## src/rtl/eth_tx_scheduler.sv

```systemverilog
// eth_tx_scheduler: arbitrates the single 10G TX send engine between three frame sources.
//   - ARP replies to received ARP requests (highest priority)
//   - user UDP frames, sent to the learned peer MAC
//   - ARP requests issued here to resolve the peer MAC, with timeout and retry
// It owns the learned peer MAC and drives the engine's start/type/opcode/destination inputs.
//
// Ports:
//   clk_156_25, rst            clock and synchronous active-high reset
//   arp_reply_req/arp_peer_mac pulse: answer an ARP request from arp_peer_mac
//   rx_arp_valid/rx_arp_mac    pulse: peer MAC learned from a parsed ARP frame
//   udp_req                    pulse: send one UDP frame
//   udp_done, udp_err          pulse: UDP frame handed over / dropped (peer unresolved)
//   tx_idle, peer_resolved     status
//   eng_tx_start, eng_tx_idle  engine handshake
//   eng_mac_type, eng_arp_op,
//   eng_mac_dst_addr           frame descriptor, held stable for the whole frame
module eth_tx_scheduler #(
  parameter logic [15:0] MAC_TYPE_IP  = 16'h0800,
  parameter logic [15:0] MAC_TYPE_ARP = 16'h0806,
  parameter int unsigned ARP_TIMEOUT  = 156250,
  parameter int unsigned ARP_RETRY    = 3
) (
  input  logic        clk_156_25,
  input  logic        rst,
  input  logic        arp_reply_req,
  input  logic [47:0] arp_peer_mac,
  input  logic        rx_arp_valid,
  input  logic [47:0] rx_arp_mac,
  input  logic        udp_req,
  output logic        udp_done,
  output logic        udp_err,
  output logic        tx_idle,
  output logic        peer_resolved,
  output logic        eng_tx_start,
  input  logic        eng_tx_idle,
  output logic [15:0] eng_mac_type,
  output logic        eng_arp_op,
  output logic [47:0] eng_mac_dst_addr
);

  localparam int unsigned TimerW = $clog2(ARP_TIMEOUT);
  localparam int unsigned RetryW = $clog2(ARP_RETRY + 1);
  localparam logic [TimerW-1:0] TimerInit = TimerW'(ARP_TIMEOUT - 1);
  localparam logic [RetryW-1:0] RetryLast = RetryW'(ARP_RETRY - 1);
  localparam logic [47:0] MacBcast = 48'hFFFF_FFFF_FFFF;

  typedef enum logic [1:0] {StIdle, StStart, StBusy, StWaitReply} state_e;
  typedef enum logic [1:0] {KindReply, KindAreq, KindUdp} kind_e;

  state_e      state_q, state_d;
  kind_e       kind_q, kind_d;
  logic        arp_pend_q, arp_pend_d;
  logic [47:0] reply_mac_q, reply_mac_d;
  logic        udp_pend_q, udp_pend_d;
  logic [47:0] peer_mac_q, peer_mac_d;
  logic        peer_resolved_q, peer_resolved_d;
  logic        preempt_q, preempt_d;
  logic [RetryW-1:0] retry_q, retry_d;
  logic [TimerW-1:0] timer_q, timer_d;
  logic        start_q, start_d;
  logic [15:0] mac_type_q, mac_type_d;
  logic        arp_op_q, arp_op_d;
  logic [47:0] dst_q, dst_d;
  logic        udp_done_q, udp_done_d;
  logic        udp_err_q, udp_err_d;

  // Request pulses take part in arbitration in the cycle they arrive.
  logic        arp_pend_now, udp_pend_now;
  logic [47:0] reply_mac_now;
  logic        launch;
  kind_e       launch_kind;

  always_comb begin
    state_d         = state_q;
    kind_d          = kind_q;
    arp_pend_d      = arp_pend_q;
    reply_mac_d     = reply_mac_q;
    udp_pend_d      = udp_pend_q;
    peer_mac_d      = peer_mac_q;
    peer_resolved_d = peer_resolved_q;
    preempt_d       = preempt_q;
    retry_d         = retry_q;
    timer_d         = timer_q;
    start_d         = start_q;
    mac_type_d      = mac_type_q;
    arp_op_d        = arp_op_q;
    dst_d           = dst_q;
    udp_done_d      = 1'b0;
    udp_err_d       = 1'b0;
    launch          = 1'b0;
    launch_kind     = KindReply;

    arp_pend_now  = arp_pend_q | arp_reply_req;
    udp_pend_now  = udp_pend_q | udp_req;
    reply_mac_now = arp_reply_req ? arp_peer_mac : reply_mac_q;

    if (arp_reply_req) begin
      arp_pend_d  = 1'b1;
      reply_mac_d = arp_peer_mac;
    end
    if (udp_req) begin
      udp_pend_d = 1'b1;
    end
    if (rx_arp_valid) begin
      peer_mac_d      = rx_arp_mac;
      peer_resolved_d = 1'b1;
    end

    unique case (state_q)
      StIdle: begin
        if (arp_pend_now) begin
          launch      = 1'b1;
          launch_kind = KindReply;
        end else if (udp_pend_now && peer_resolved_q) begin
          launch      = 1'b1;
          launch_kind = KindUdp;
        end else if (udp_pend_now) begin
          launch      = 1'b1;
          launch_kind = KindAreq;
        end
      end
      StStart: begin
        if (!eng_tx_idle) begin
          state_d = StBusy;
          start_d = 1'b0;
        end
      end
      StBusy: begin
        if (eng_tx_idle) begin
          unique case (kind_q)
            KindReply: begin
              // A new request arriving right now must still get its own reply.
              if (!arp_reply_req) arp_pend_d = 1'b0;
              state_d   = preempt_q ? StWaitReply : StIdle;
              preempt_d = 1'b0;
            end
            KindUdp: begin
              udp_pend_d = 1'b0;
              udp_done_d = 1'b1;
              retry_d    = '0;
              state_d    = StIdle;
            end
            KindAreq: begin
              timer_d = TimerInit;
              state_d = StWaitReply;
            end
            default: state_d = StIdle;
          endcase
        end
      end
      StWaitReply: begin
        if (peer_resolved_q) begin
          state_d = StIdle;
        end else if (arp_pend_now) begin
          // Timer is frozen while the reply is out; resume waiting afterwards.
          preempt_d   = 1'b1;
          launch      = 1'b1;
          launch_kind = KindReply;
        end else if (timer_q == '0) begin
          state_d = StIdle;
          if (retry_q < RetryLast) begin
            retry_d = retry_q + RetryW'(1);
          end else begin
            udp_pend_d = 1'b0;
            udp_err_d  = 1'b1;
            retry_d    = '0;
          end
        end else begin
          timer_d = timer_q - TimerW'(1);
        end
      end
      default: state_d = StIdle;
    endcase

    if (launch) begin
      state_d = StStart;
      start_d = 1'b1;
      kind_d  = launch_kind;
      unique case (launch_kind)
        KindReply: begin
          mac_type_d = MAC_TYPE_ARP;
          arp_op_d   = 1'b1;
          dst_d      = reply_mac_now;
        end
        KindAreq: begin
          mac_type_d = MAC_TYPE_ARP;
          arp_op_d   = 1'b0;
          dst_d      = MacBcast;
        end
        default: begin
          mac_type_d = MAC_TYPE_IP;
          arp_op_d   = 1'b0;
          dst_d      = peer_mac_q;
        end
      endcase
    end
  end

  always_ff @(posedge clk_156_25) begin
    if (rst) begin
      state_q         <= StIdle;
      kind_q          <= KindReply;
      arp_pend_q      <= 1'b0;
      reply_mac_q     <= '0;
      udp_pend_q      <= 1'b0;
      peer_mac_q      <= MacBcast;
      peer_resolved_q <= 1'b0;
      preempt_q       <= 1'b0;
      retry_q         <= '0;
      timer_q         <= '0;
      start_q         <= 1'b0;
      mac_type_q      <= MAC_TYPE_IP;
      arp_op_q        <= 1'b0;
      dst_q           <= MacBcast;
      udp_done_q      <= 1'b0;
      udp_err_q       <= 1'b0;
    end else begin
      state_q         <= state_d;
      kind_q          <= kind_d;
      arp_pend_q      <= arp_pend_d;
      reply_mac_q     <= reply_mac_d;
      udp_pend_q      <= udp_pend_d;
      peer_mac_q      <= peer_mac_d;
      peer_resolved_q <= peer_resolved_d;
      preempt_q       <= preempt_d;
      retry_q         <= retry_d;
      timer_q         <= timer_d;
      start_q         <= start_d;
      mac_type_q      <= mac_type_d;
      arp_op_q        <= arp_op_d;
      dst_q           <= dst_d;
      udp_done_q      <= udp_done_d;
      udp_err_q       <= udp_err_d;
    end
  end

  assign udp_done         = udp_done_q;
  assign udp_err          = udp_err_q;
  assign tx_idle          = (state_q == StIdle) & ~arp_pend_q & ~udp_pend_q;
  assign peer_resolved    = peer_resolved_q;
  assign eng_tx_start     = start_q;
  assign eng_mac_type     = mac_type_q;
  assign eng_arp_op       = arp_op_q;
  assign eng_mac_dst_addr = dst_q;

endmodule

```

## config.mk

```make
export PLATFORM = sky130hd
export DESIGN_NAME = eth_tx_scheduler
export DESIGN_NICKNAME = d
export VERILOG_FILES = /design/src/rtl/eth_tx_scheduler.sv
export SDC_FILE = /design/constraint.sdc
export NUM_CORES = 1
export LEC_CHECK = 0
export BUFFER_PORTS_ARGS = -buffer_cell sky130_fd_sc_hd__buf_2
export CAP_MARGIN = 20
export CELL_PAD_IN_SITES_DETAIL_PLACEMENT = 0
export CELL_PAD_IN_SITES_GLOBAL_PLACEMENT = 1
export CORE_UTILIZATION = 42
export CTS_BUF_LIST = sky130_fd_sc_hd__clkbuf_2
export DETAILED_ROUTE_END_ITERATION = 10
export MAX_ROUTING_LAYER = met4
export PLACE_DENSITY_LB_ADDON = 0.05
export SLEW_MARGIN = 25
export SYNTH_ARGS = -nofsm -noshare
export SYNTH_HDL_FRONTEND = slang
export SYNTH_SLANG_ARGS = --single-unit
```

## constraint.sdc

```tcl
create_clock -name clk_156_25 -period 3.7 [get_ports clk_156_25]
set_clock_uncertainty 0.05 [all_clocks]
set_input_delay 0.555 -clock clk_156_25 [delete_from_list [all_inputs] [get_ports clk_156_25]]
set_output_delay 0.555 -clock clk_156_25 [all_outputs]
set_load 0.05 [all_outputs]
```

# == Word level (Yosys, flattened, before mapping) ==
# Cells that the tools add are included.
# totals
register_bits,192
output_inout_bits,70
word_cells,131
# classes
n_addsub,2
order_cmp,1
n_eq_ne,23
mux,59
bitwise_logic,10
n_reduce_logical,19
# ops
cell,n
$pmux W48 S2,1
$mux W18,5
$mux W48,1
$pmux W18 S2,1
$mux W2,15
$mux W1,29
$logic_not A18 Y1,1
$ne A2 B2 Y1 const B,9
$sub A18 B1 Y18 const B,1
$reduce_and A5 Y1,3
$ne A3 B3 Y1 const B,4
$reduce_and A6 Y1,2
$ne A4 B4 Y1 const B,2
$pmux W2 S2,2
$eq A2 B1 Y1 const B,3
$eq A2 B2 Y1 const B,3
$logic_not A2 Y1,3
$not A1 Y1,6
$pmux W1 S2,3
$pmux W2 S3,1
$reduce_or A5 Y1,1
$ne A2 B1 Y1 const B,2
$reduce_bool A2 Y1,2
$reduce_bool A4 Y1,1
other kinds (10),13

# == Depth between registers and ports, before layout ==
# depth
ltp_word,8
depth_mapped,9

# == Worst setup path after synthesis ==
# OpenSTA, ideal clock, no wires.
# synth_path
path_kind,register -> register
from,reg timer_q[0]
to,reg state_q[0]
setup_time_ns,0.074
t_arrival_ns,2.431
slack_ns,1.144
stages_incl_launch_ff,8
n_path_buf,0
synth_period_minus_slack_ns,2.556
path_cell_list,dfxtp_1 -> inv_1 -> ha_1 -> or4b_2 -> or3_4 -> o31a_1 -> or4b_1 -> a31oi_1
# synth_between
elab_chain_cells,3
# synth_rtl
element,line_no,text
start: declaration,59,"logic [TimerW-1:0] timer_q, timer_d;"
start signal: assignment,227,timer_q <= timer_d;
$logic_not A18 Y1,159,end else if (timer_q == '0) begin
$ne A4 B4 Y1 (no line),n/a,
$reduce_and A5 Y1 (no line),n/a,
end signal: assignment,201,state_q <= StIdle;
end signal: assignment,218,state_q <= state_d;
end: declaration,50,"state_e state_q, state_d;"
# No other way between the ends.
# A chain may end at the register's enable or synchronous reset.

# == Worst setup path after layout ==
# Ends and elaborated chain as after synthesis.

==> results.ini <==
[status]
status=finished clean

[floorplanning]
dieArea_sq_um=18030
die_w_um=134.3
rows=47
die-height_um=134.3
io_pins=172
start_util_pct=43.69
core_area_sq_um=16820

[clock_tree]
cts_buffer_depth=2
cts_buffers=17
cts_setup_buffers=0
cts_htree_levels=4
clock-root-buffer=clkbuf_2
clock_sinks=177
clkTransAtPathRegs_ns=0.22
cts_tree=yes
cts_resized=0
clock_latency_ns=0.73

[yosys]
yosysWarnings=0
syn_area_per_cell_sq_um=9.656
synth-main-ff-cell=dfxtp_1
synthCells=761
synth_top_area_share_pct=48.22
ys_seq_area_share_pct=48.22
postSynth.asyncResetShare_pct=0
syn_area_sq_um=7348
yosys_register_bits=177
netlist_top_cells_count=dfxtp_1 (177), nand2_1 (103), mux2i_1 (97)
synthTopCellsByArea=dfxtp_1 (48%), mux2i_1 (13%), o311a_1 (6.5%)
synth_edf_count=0
yosysTopAreaCell=dfxtp_1
synth_most_common_cell=dfxtp_1
netlist-cell-type-count=50

[setup_path]
r2r_slack_ns=0.79
worstSetupEndpoint=state_q[0]$_SDFFE_PP0P_
cp.arrival_ns=3.52
cp-startpoint=timer_q[0]$_SDFFE_PP0P_
crit_chain=inv_1, ha_1, or4b_2, or3_4, o31a_1, or4b_1, a31oi_1
reg2reg_depth=7
end_kind=flop
slowest_delay_ns=0.65
cpMaxStageDelayCell=or4b_2
worstSetupStartpointType=flop
cp.required_ns=4.31
worstSetupPathType=flop to flop
regToRegStartpoint=timer_q[0]$_SDFFE_PP0P_
r2r-end=state_q[0]$_SDFFE_PP0P_
crit_fanout=12

[place]
io_buffer_count=157
placedInstanceArea_sq_um=8214
dp.cells=1083
hpwlAfterDp_um=12330
gp_congestion=0.8450

[global_route]
grt_pass1_vias=6555
antenna_found_initial=1
grt_usage_pct=23.73
grt_max_degree=82
grt_pass1_wl_um=33130
overflow=0

[detailed_routing]
ant_nets=0
drcViolationCount=0
drt_first_pass_iters=4
routed_wl_um=20110
drt_iter0_drc=285
wl_per_cell_um=16.59
viasPerCell=5.273
dr_total_vias=6391

[power]
worst_ir_drop_vdd_uv=410.3
p_leak_nw=4.323
p_per_area_nw_per_um2=734.0

[timing]
rsz0062_at_grt=no
fin_tns_setup_ns=0
hold_violations=0
fin_crit_sh_pct=78.78
setup_violations=0
min_period_ns=2.915
slew_headroom_pct=36.71
drv_slew=0
fmax_ghz=0.3431
worstMarginPinSlew_ns=0.9494

[worst_hold_path]
holdPathStages=3
hold_path.class=primary input to flop
hp-start=eng_tx_idle

[flow_run]
max-cap-violations=0

[finish]
area_delta_synth_final_pct=27.99
fin_area_sq_um=9405
fillerInstances=1565
drive_above_1_share_pct=21.09
register_area_sq_um=3543
multi_input_comb_area_sq_um=3476
final_cells=1212
layout.nets=1085

[power by group]
part / switching [mW] / internal (mW) / total (mW)
Combinational: 2.27 / 1.14 / 3.41
Sequential: 0.248 / 2.29 / 2.54
Clock: 0.701 / 0.255 / 0.956
Total: 3.22 / 3.68 / 6.90
[per-stage QoR]
step           power (mW)  util (%)  setup slack, ns  hold slack [ns]
3_5_place_dp        5.894     48.84           0.8546           0.3942
2_1_floorplan       5.091         -            1.144           0.3929
4_1_cts             6.947     55.84           0.7989        0.0001237
5_1_grt             7.383     55.92           0.6992           0.1518
3_3_place_gp        5.843     48.84           0.9956           0.3895
6_report            6.903     55.92           0.7851           0.2168
[critical path: cells and delay by family (launching register included)]
family,cells,cell delay [ns]
simple gates,3,1.60
fa+ha+maj,1,0.21
flops,1,0.40
compound gates,2,0.49
buf+inv,1,0.10
[worst min path at each step]
stage	to	slack [ns]
after floorplan	peer_mac_q[0]$_SDFFE_PP1P_	0.39
after global placement	eng_mac_dst_addr[1]$_SDFFE_PP1P_	0.39
after detailed placement	eng_mac_dst_addr[34]$_SDFFE_PP1P_	0.39
after CTS	reply_mac_q[47]$_SDFF_PP0_	0.0001
after global routing	state_q[0]$_SDFFE_PP0P_	0.15
final	eng_tx_start$_SDFFE_PP0P_	0.22
[layout by cell type, fill, tap and decap left out, drive strengths merged, types with 3 or more instances in the layout]
cell | netlist | layout
dfxtp | 177 | 177
buf | 24 | 168
nand2 | 103 | 103
mux2i | 97 | 97
dlygate4sd3 | 0 | 96
nor2 | 73 | 73
o311a | 48 | 48
a211o | 48 | 48
clkbuf | 54 | 18
conb | 2 | 14
a21oi | 13 | 13
o21ai | 12 | 12
inv | 9 | 10
xor2 | 9 | 9
nor3 | 8 | 8
clkinv | 0 | 8
nand3 | 6 | 6
o211ai | 6 | 6
a31oi | 5 | 5
nand4 | 5 | 5
ha | 5 | 5
or3 | 5 | 5
or4 | 4 | 4
nor4 | 4 | 4
and3 | 4 | 4
clkinvlp | 0 | 4
or2 | 3 | 3
nand3b | 3 | 3
o31a | 3 | 3
o31ai | 3 | 3
a211oi | 3 | 3
nor2b | 3 | 3
nand2b | 3 | 3
[cell type report]
type / count / area share (%)
Sequential cell: 177 / 37.67
Multi-Input combinational cell: 509 / 36.96
Timing Repair Buffer: 264 / 19.64
Tap cell: 220 / 2.927
Clock inverter: 14 / 1.450
Clock buffer: 18 / 0.9578
Inverter: 9 / 0.3725
Antenna cell: 1 / 0.02661
[registers in the layout, summed over array words and instances, names as in the netlist, 2 cells and up]
register / cells
peer_mac_q: 48
timer_q: 18
retry_q: 2
eng_mac_dst_addr: 48
reply_mac_q: 48
kind_q: 2
state_q: 2
[cells by family (layout without fill, tap and decap cells)]
family	count (synthesis)	after routing	synth area share, %
buffers and inverters	87	305	5.227
other	2	15	0.1022
XOR/XNOR	9	9	1.073
AO/OA/AOI/OAI	150	150	17.04
adder cells (fa/ha/maj)	5	5	0.8514
flip-flops	177	177	48.22
multiplexers	97	97	13.21
AND/OR/NAND/NOR	234	234	14.27
[timing repair]
action,in CTS,in global routing
hold endpoints to repair,95,1
hold buffers,95,1
setup endpoints to repair,0,0
[layer usage]
layer,up-vias,wire (um),track usage (%)
met3,21,910,5.896
met5,-,0,-
li1,3156,-,-
met1,3069,9420,29.38
met2,145,9496,38.40
met4,0,277,6.429
Note: power is estimated with default switching activity, not from simulation.
